<file path="config.mk">
export PLATFORM = sky130hd
export DESIGN_NAME = serial_adder_arbiter
export DESIGN_NICKNAME = d
export VERILOG_FILES = /design/src/rtl/serial_adder_arbiter.sv
export SDC_FILE = /design/constraint.sdc
export NUM_CORES = 1
export LEC_CHECK = 0
export CORE_AREA = 4 4 65 67
export CTS_CLUSTER_DIAMETER = 150
export DETAILED_ROUTE_END_ITERATION = 8
export DIE_AREA = 0 0 69 71
export PLACE_DENSITY = 0.86
export SKIP_LAST_GASP = 1
export SLEW_MARGIN = 20
export SYNTH_ARGS = -nofsm -noshare
export SYNTH_HDL_FRONTEND = slang
export SYNTH_SLANG_ARGS = --single-unit
</file>
<file path="constraint.sdc">
create_clock -name clk -period 2.4 [get_ports clk]
set_input_delay 0.36 -clock clk [delete_from_list [all_inputs] [get_ports clk]]
set_output_delay 0.36 -clock clk [all_outputs]
set_load 0.03 [all_outputs]
</file>
<file path="src/rtl/serial_adder_arbiter.sv">
// Round-robin shared bit-serial adder: one full-adder cell, LSB-first, result WIDTH cycles after accept.
// Response waits in DONE until resp_ready; no new request is granted until the result is taken.
module serial_adder_arbiter #(
    parameter int WIDTH = 8
) (
    input  logic             clk,
    input  logic             reset,
    input  logic             req0_valid,
    output logic             req0_ready,
    input  logic [WIDTH-1:0] req0_a,
    input  logic [WIDTH-1:0] req0_b,
    input  logic             req0_cin,
    input  logic             req1_valid,
    output logic             req1_ready,
    input  logic [WIDTH-1:0] req1_a,
    input  logic [WIDTH-1:0] req1_b,
    input  logic             req1_cin,
    output logic             resp_valid,
    input  logic             resp_ready,
    output logic             resp_id,
    output logic [WIDTH-1:0] resp_sum,
    output logic             resp_cout,
    output logic             resp_ovf,
    output logic             busy
);

    localparam int CW = $clog2(WIDTH);

    typedef enum logic [1:0] {
        IDLE,
        SHIFT,
        DONE
    } state_t;

    state_t           state_q, state_d;
    logic [WIDTH-1:0] a_q, a_d;
    logic [WIDTH-1:0] b_q, b_d;
    logic [WIDTH-1:0] sum_q, sum_d;
    logic [CW-1:0]    cnt_q, cnt_d;
    logic             carry_q, carry_d;
    logic             cmsb_q, cmsb_d;
    logic             id_q, id_d;
    logic             last_grant_q, last_grant_d;

    logic             grant0;
    logic             grant1;
    logic             fa_sum;
    logic             fa_cout;

    // The only adder in the block: fed by the operand LSBs and the carry flop.
    assign fa_sum  = a_q[0] ^ b_q[0] ^ carry_q;
    assign fa_cout = (a_q[0] & b_q[0]) | ((a_q[0] ^ b_q[0]) & carry_q);

    always_comb begin
        grant0 = 1'b0;
        grant1 = 1'b0;
        if (state_q == IDLE && !reset) begin
            if (req0_valid && req1_valid) begin
                grant0 = last_grant_q;
                grant1 = !last_grant_q;
            end else begin
                grant0 = req0_valid;
                grant1 = req1_valid;
            end
        end
    end

    always_comb begin
        state_d      = state_q;
        a_d          = a_q;
        b_d          = b_q;
        sum_d        = sum_q;
        cnt_d        = cnt_q;
        carry_d      = carry_q;
        cmsb_d       = cmsb_q;
        id_d         = id_q;
        last_grant_d = last_grant_q;
        case (state_q)
            IDLE: begin
                if (grant0 || grant1) begin
                    a_d          = grant1 ? req1_a : req0_a;
                    b_d          = grant1 ? req1_b : req0_b;
                    carry_d      = grant1 ? req1_cin : req0_cin;
                    id_d         = grant1;
                    last_grant_d = grant1;
                    cnt_d        = '0;
                    state_d      = SHIFT;
                end
            end
            SHIFT: begin
                sum_d   = {fa_sum, sum_q[WIDTH-1:1]};
                a_d     = a_q >> 1;
                b_d     = b_q >> 1;
                carry_d = fa_cout;
                cnt_d   = cnt_q + CW'(1);
                // Carry into the MSB is kept so overflow can be formed after the last bit.
                if (cnt_q == CW'(WIDTH - 1)) begin
                    cmsb_d  = carry_q;
                    state_d = DONE;
                end
            end
            DONE: begin
                if (resp_ready) begin
                    state_d = IDLE;
                end
            end
            default: state_d = IDLE;
        endcase
    end

    always_ff @(posedge clk or posedge reset) begin
        if (reset) begin
            state_q      <= IDLE;
            a_q          <= '0;
            b_q          <= '0;
            sum_q        <= '0;
            cnt_q        <= '0;
            carry_q      <= 1'b0;
            cmsb_q       <= 1'b0;
            id_q         <= 1'b0;
            last_grant_q <= 1'b1;
        end else begin
            state_q      <= state_d;
            a_q          <= a_d;
            b_q          <= b_d;
            sum_q        <= sum_d;
            cnt_q        <= cnt_d;
            carry_q      <= carry_d;
            cmsb_q       <= cmsb_d;
            id_q         <= id_d;
            last_grant_q <= last_grant_d;
        end
    end

    assign req0_ready = grant0;
    assign req1_ready = grant1;
    assign resp_valid = (state_q == DONE);
    assign busy       = (state_q != IDLE);
    assign resp_id    = id_q;
    assign resp_sum   = sum_q;
    assign resp_cout  = carry_q;
    assign resp_ovf   = cmsb_q ^ carry_q;

endmodule

</file>
* After elaboration in Yosys (flattened, before gate mapping) *
Cells that the tools add are included.

storage, ports and cells
  register bits = 33
  bits in latches = 0
  bits in writable memories = 0
  ROM bits = 0
  input bits = 39
  word-level logic and storage cells = 53
  memories kept = 0

cells by class
  $add $sub $neg = 1
  multiply operators = 0
  divide/modulo/power cells = 0
  $lt $le $gt $ge = 0
  eq/ne operators = 6
  shift operators = 0
  mux-type cells = 19
  bitwise logic cells = 6
  reductions and logical operators = 12

operators with widths
  operator                                                                count
  8-bit 2-to-1 mux                                                        4
  8-bit case mux with 2 select lines                                      2
  1-bit 2-to-1 mux                                                        6
  2-bit 2-to-1 mux                                                        3
  2-bit case mux with 3 select lines                                      1
  3-bit case mux with 2 select lines                                      1
  2-bit AND reduction                                                     3
  2-bit by 1-bit != test with 1-bit output (second input constant)        2
  2-bit nonzero test                                                      2
  3-bit by 1-bit adder with 3-bit output (second input constant)          1
  3-bit equality test (second input constant)                             1
  3-bit 2-to-1 mux                                                        1
  3-bit AND reduction                                                     1
  1-bit XOR                                                               3
  1-bit AND                                                               2
  2-bit by 1-bit equality test with 1-bit output (second input constant)  1
  2-bit equality test (second input constant)                             1
  1-bit logical AND                                                       2
  1-bit logical NOT                                                       2
  2-bit logical NOT                                                       1
  2-bit != test (second input constant)                                   1
  1-bit case mux with 2 select lines                                      1
  1-bit logical OR                                                        1
  1-bit OR                                                                1

* Logic depth before layout (Yosys ltp) *
  depth in word-level cells = 6
  depth in mapped cells = 6
  gate-level depth less buffers = 4

* Worst setup path before layout *
Ideal clock, no wire load.

  kind = input-to-output
  start = input port reset
  end = output port req1_ready
  data arrival time = 1734 ps
  data required time = 2040 ps
  slack = 306 ps
  stages = 4
  cells stage by stage = inv_1 > nand4_1 > buf_2 > inv_1

on the way
  cells in the longest elaborated chain, start to end = 3

RTL lines
  what                         RTL line  text
  start: declaration           7         input logic reset,
  1-bit logical NOT (no line)  -
  1-bit logical AND            57        if (state_q == IDLE && !reset) begin
  1-bit 2-to-1 mux             57
  end: declaration             14        output logic req1_ready,

Every way passes these cells.

* Final worst setup path *
  start = input port reset
  end = output port req0_ready

on the way
  cells in the longest elaborated chain, start to end = 3

RTL lines
  what                         RTL line  text
  1-bit logical NOT (no line)  -
  1-bit logical AND            57
  1-bit 2-to-1 mux             57
  end: declaration             9         output logic req0_ready,

Every way passes these cells.

==> flow_summary.toml <==
[floorplanning]
ioPinCount = 54
die_w_um = 69
initial_core_util_pct = 43.5
row_count = 22
coreArea_mm2 = 0.00363
die_h_um = 71
die_area_mm2 = 0.00490

[flow_run]
drv_cap = 0

[run_status]
status = "completed"

[logic_synthesis]
synth_edf_count = 0
yosys-top-cells-count = "35 x nand2_1, 32 x dfrtp_1, 17 x mux2i_1, 15 x o21ai_1, 14 x a22oi_1"
synth_area_leaders = "dfrtp_1 51%, mux2i_1 11%, nand2_1 8.3%"
yosysUniqueCellTypes = 27
syn_avg_cell_area_um2 = 10.3
synth_seq_cells = 33
synthCells = 153
ys_seq_area_share_pct = 52.3
synthesis.area_mm2 = 0.00158
async_flop_share_pct = 100
yosysTopAreaCell = "dfrtp_1"
post-synth-top-count-cell = "nand2_1"
syn_nets = 195
yosys_warnings = 0
yosys.area.top_type_share_pct = 50.6
synth_ff_type = "dfrtp_1"

[drt]
top_layer = "met4"
drtAntennaViolNets = 0
dr.pass1.iters = 4
dr_wl_met3_um = 173
drt-total-wl_um = 3540
drc_errors = 0
wl_met2_um = 1730
m1WireLength_um = 1560
num_vias = 1285
wl_per_cell_um = 13.8
drt_iter0_markers = 97
viasPerCell = 5.00

[cts]
insertion_delay_ps = 280
htree_levels = 2
cts_tree = "done"
clkSinkCount = 33
root_buffer = "clkbuf_8"
post-cts-setup-buffers = 0
cts-hold-fix-buffers = 0
cts_made_buffers = 5
path_clk_slew_ps = 60
clk_path_buf_depth = 2
ctsResizeCount = 0

[grt]
track_usage_pct = 15.4
grt_max_degree = 34
grt_pass1_wl_um = 6040
antenna_found_initial = 0
grt_overflow = 0
grt_pass1_vias = 1302

[timing]
slew-limit-headroom_pct = 66.7
hold_viol = 0
fin_crit_sh_pct = 88.8
tns_ps = 0
setup_viol = 0
tightestPinTransition_ps = 499
fmax_mhz = 469
min_period_ps = 2130
finalHoldWorstSlack_ps = 464
slew_viol_final = 0
rsz0062_at_grt = "false"
skew_ps = 3.79

[power]
peakVddDrop_uv = 583
p_leak_nw = 1.12
power_density_mw_per_mm2 = 1180

[place]
hpwlAfterDp_um = 2620
gp_congestion = 0.829
io_buffer_count = 53

[setup_path]
cp-start-kind = "input pin"
criticalPathCategory = "in -> out"
crit_path_end_kind = "primary output"
crit_required_ps = 2040
cp.arrival_ps = 1770
cp_max_fo = 2

[worst_hold_path]
hold_class = "reg -> reg"

[cells_and_area]
layout-drive-gt1-share_pct = 9.57
area_delta_synth_final_pct = 43.0
nets = 250
diodes = 0
==> cells by family (layout without fill, tap and decap cells) <==
logic type | after synthesis | count (layout) | share of synthesized area [%]
mux | 18 | 18 | 11.5
fa+ha+maj | 3 | 3 | 2.85
buf+inv | 13 | 69 | 4.43
compound gates | 36 | 36 | 14.8
flops | 33 | 33 | 52.3
xor+xnor | 1 | 1 | 0.554
simple gates | 49 | 49 | 13.6
==> cell type report <==
cell class	count	area (um^2)
Fill cell	314	1370
Sequential cell	33	827
Multi-Input combinational cell	107	687
Timing Repair Buffer	57	571
Clock buffer	7	96.3
Tap cell	48	60.1
Inverter	4	15.0
Clock inverter	1	5.00
==> worst max-delay path: stages <==
cell and delay (ps):
clkdlybuf4s50_1 440, nor3_2 140, and3_1 170, clkdlybuf4s50_1 660
==> path summary, 6_finish.rpt <==
kind	start	endpoint	slack (ps)	cells after the start
max	reset	req0_ready	270	4
min	last_grant_q	last_grant_q	460	2
max reg2reg	state_q[0]	a_q[5]	940	4
min reg2reg	last_grant_q	last_grant_q	460	2
max in group asynchronous	reset	last_grant_q	1520	3
min in group asynchronous	reset	state_q[0]	560	3
==> cell usage in the layout, fill, tap and decap left out, types with 2 or more instances in the layout <==
cell             count
a22oi_1             14
clkdlybuf4s50_1     52
dfrtp_1             32
mux2i_1             17
nand3_1              4
nand2b_1             3
buf_4                4
clkbuf_8             7
o21ai_1             15
nand2_1             35
ha_1                 2
o21ai_0              5
inv_1                4
==> power by group <==
| group | switching, mW | leakage (nW) | internal (mW) |
|---|---|---|---|
| clock | 0.191 | 0.0542 | 0.259 |
| combinational | 0.704 | 0.649 | 0.537 |
| sequential | 0.175 | 0.417 | 0.807 |
==> metal layers <==
| metal | vias up | global-route usage, % |
|---|---|---|
| met3 | 7 | 3.55 |
| met4 | 0 | 7.81 |
| met5 | - | 0 |
| li1 | 640 | - |
| met1 | 599 | 19.2 |
| met2 | 39 | 25.2 |
==> per-stage QoR <==
stage	utilization [%]	instances	worst slack, ps	total power, mW	area [um^2]
after floorplan	-	153	306	1.81	1580
after global placement	59.4	249	294	2.19	2160
after detailed placement	59.4	249	282	2.25	2160
after CTS	62.2	257	276	2.71	2260
after global routing	62.2	257	244	2.88	2260
final	62.2	257	269	2.67	2260
==> flip-flops by register name, indices dropped and copies added (netlist names) <==
register      cells
last_grant_q      1
cmsb_q            1
cnt_q             3
resp_sum          8
resp_cout         1
state_q           2
a_q               8
b_q               8
resp_id           1
Power figures use the tool's default switching activity.
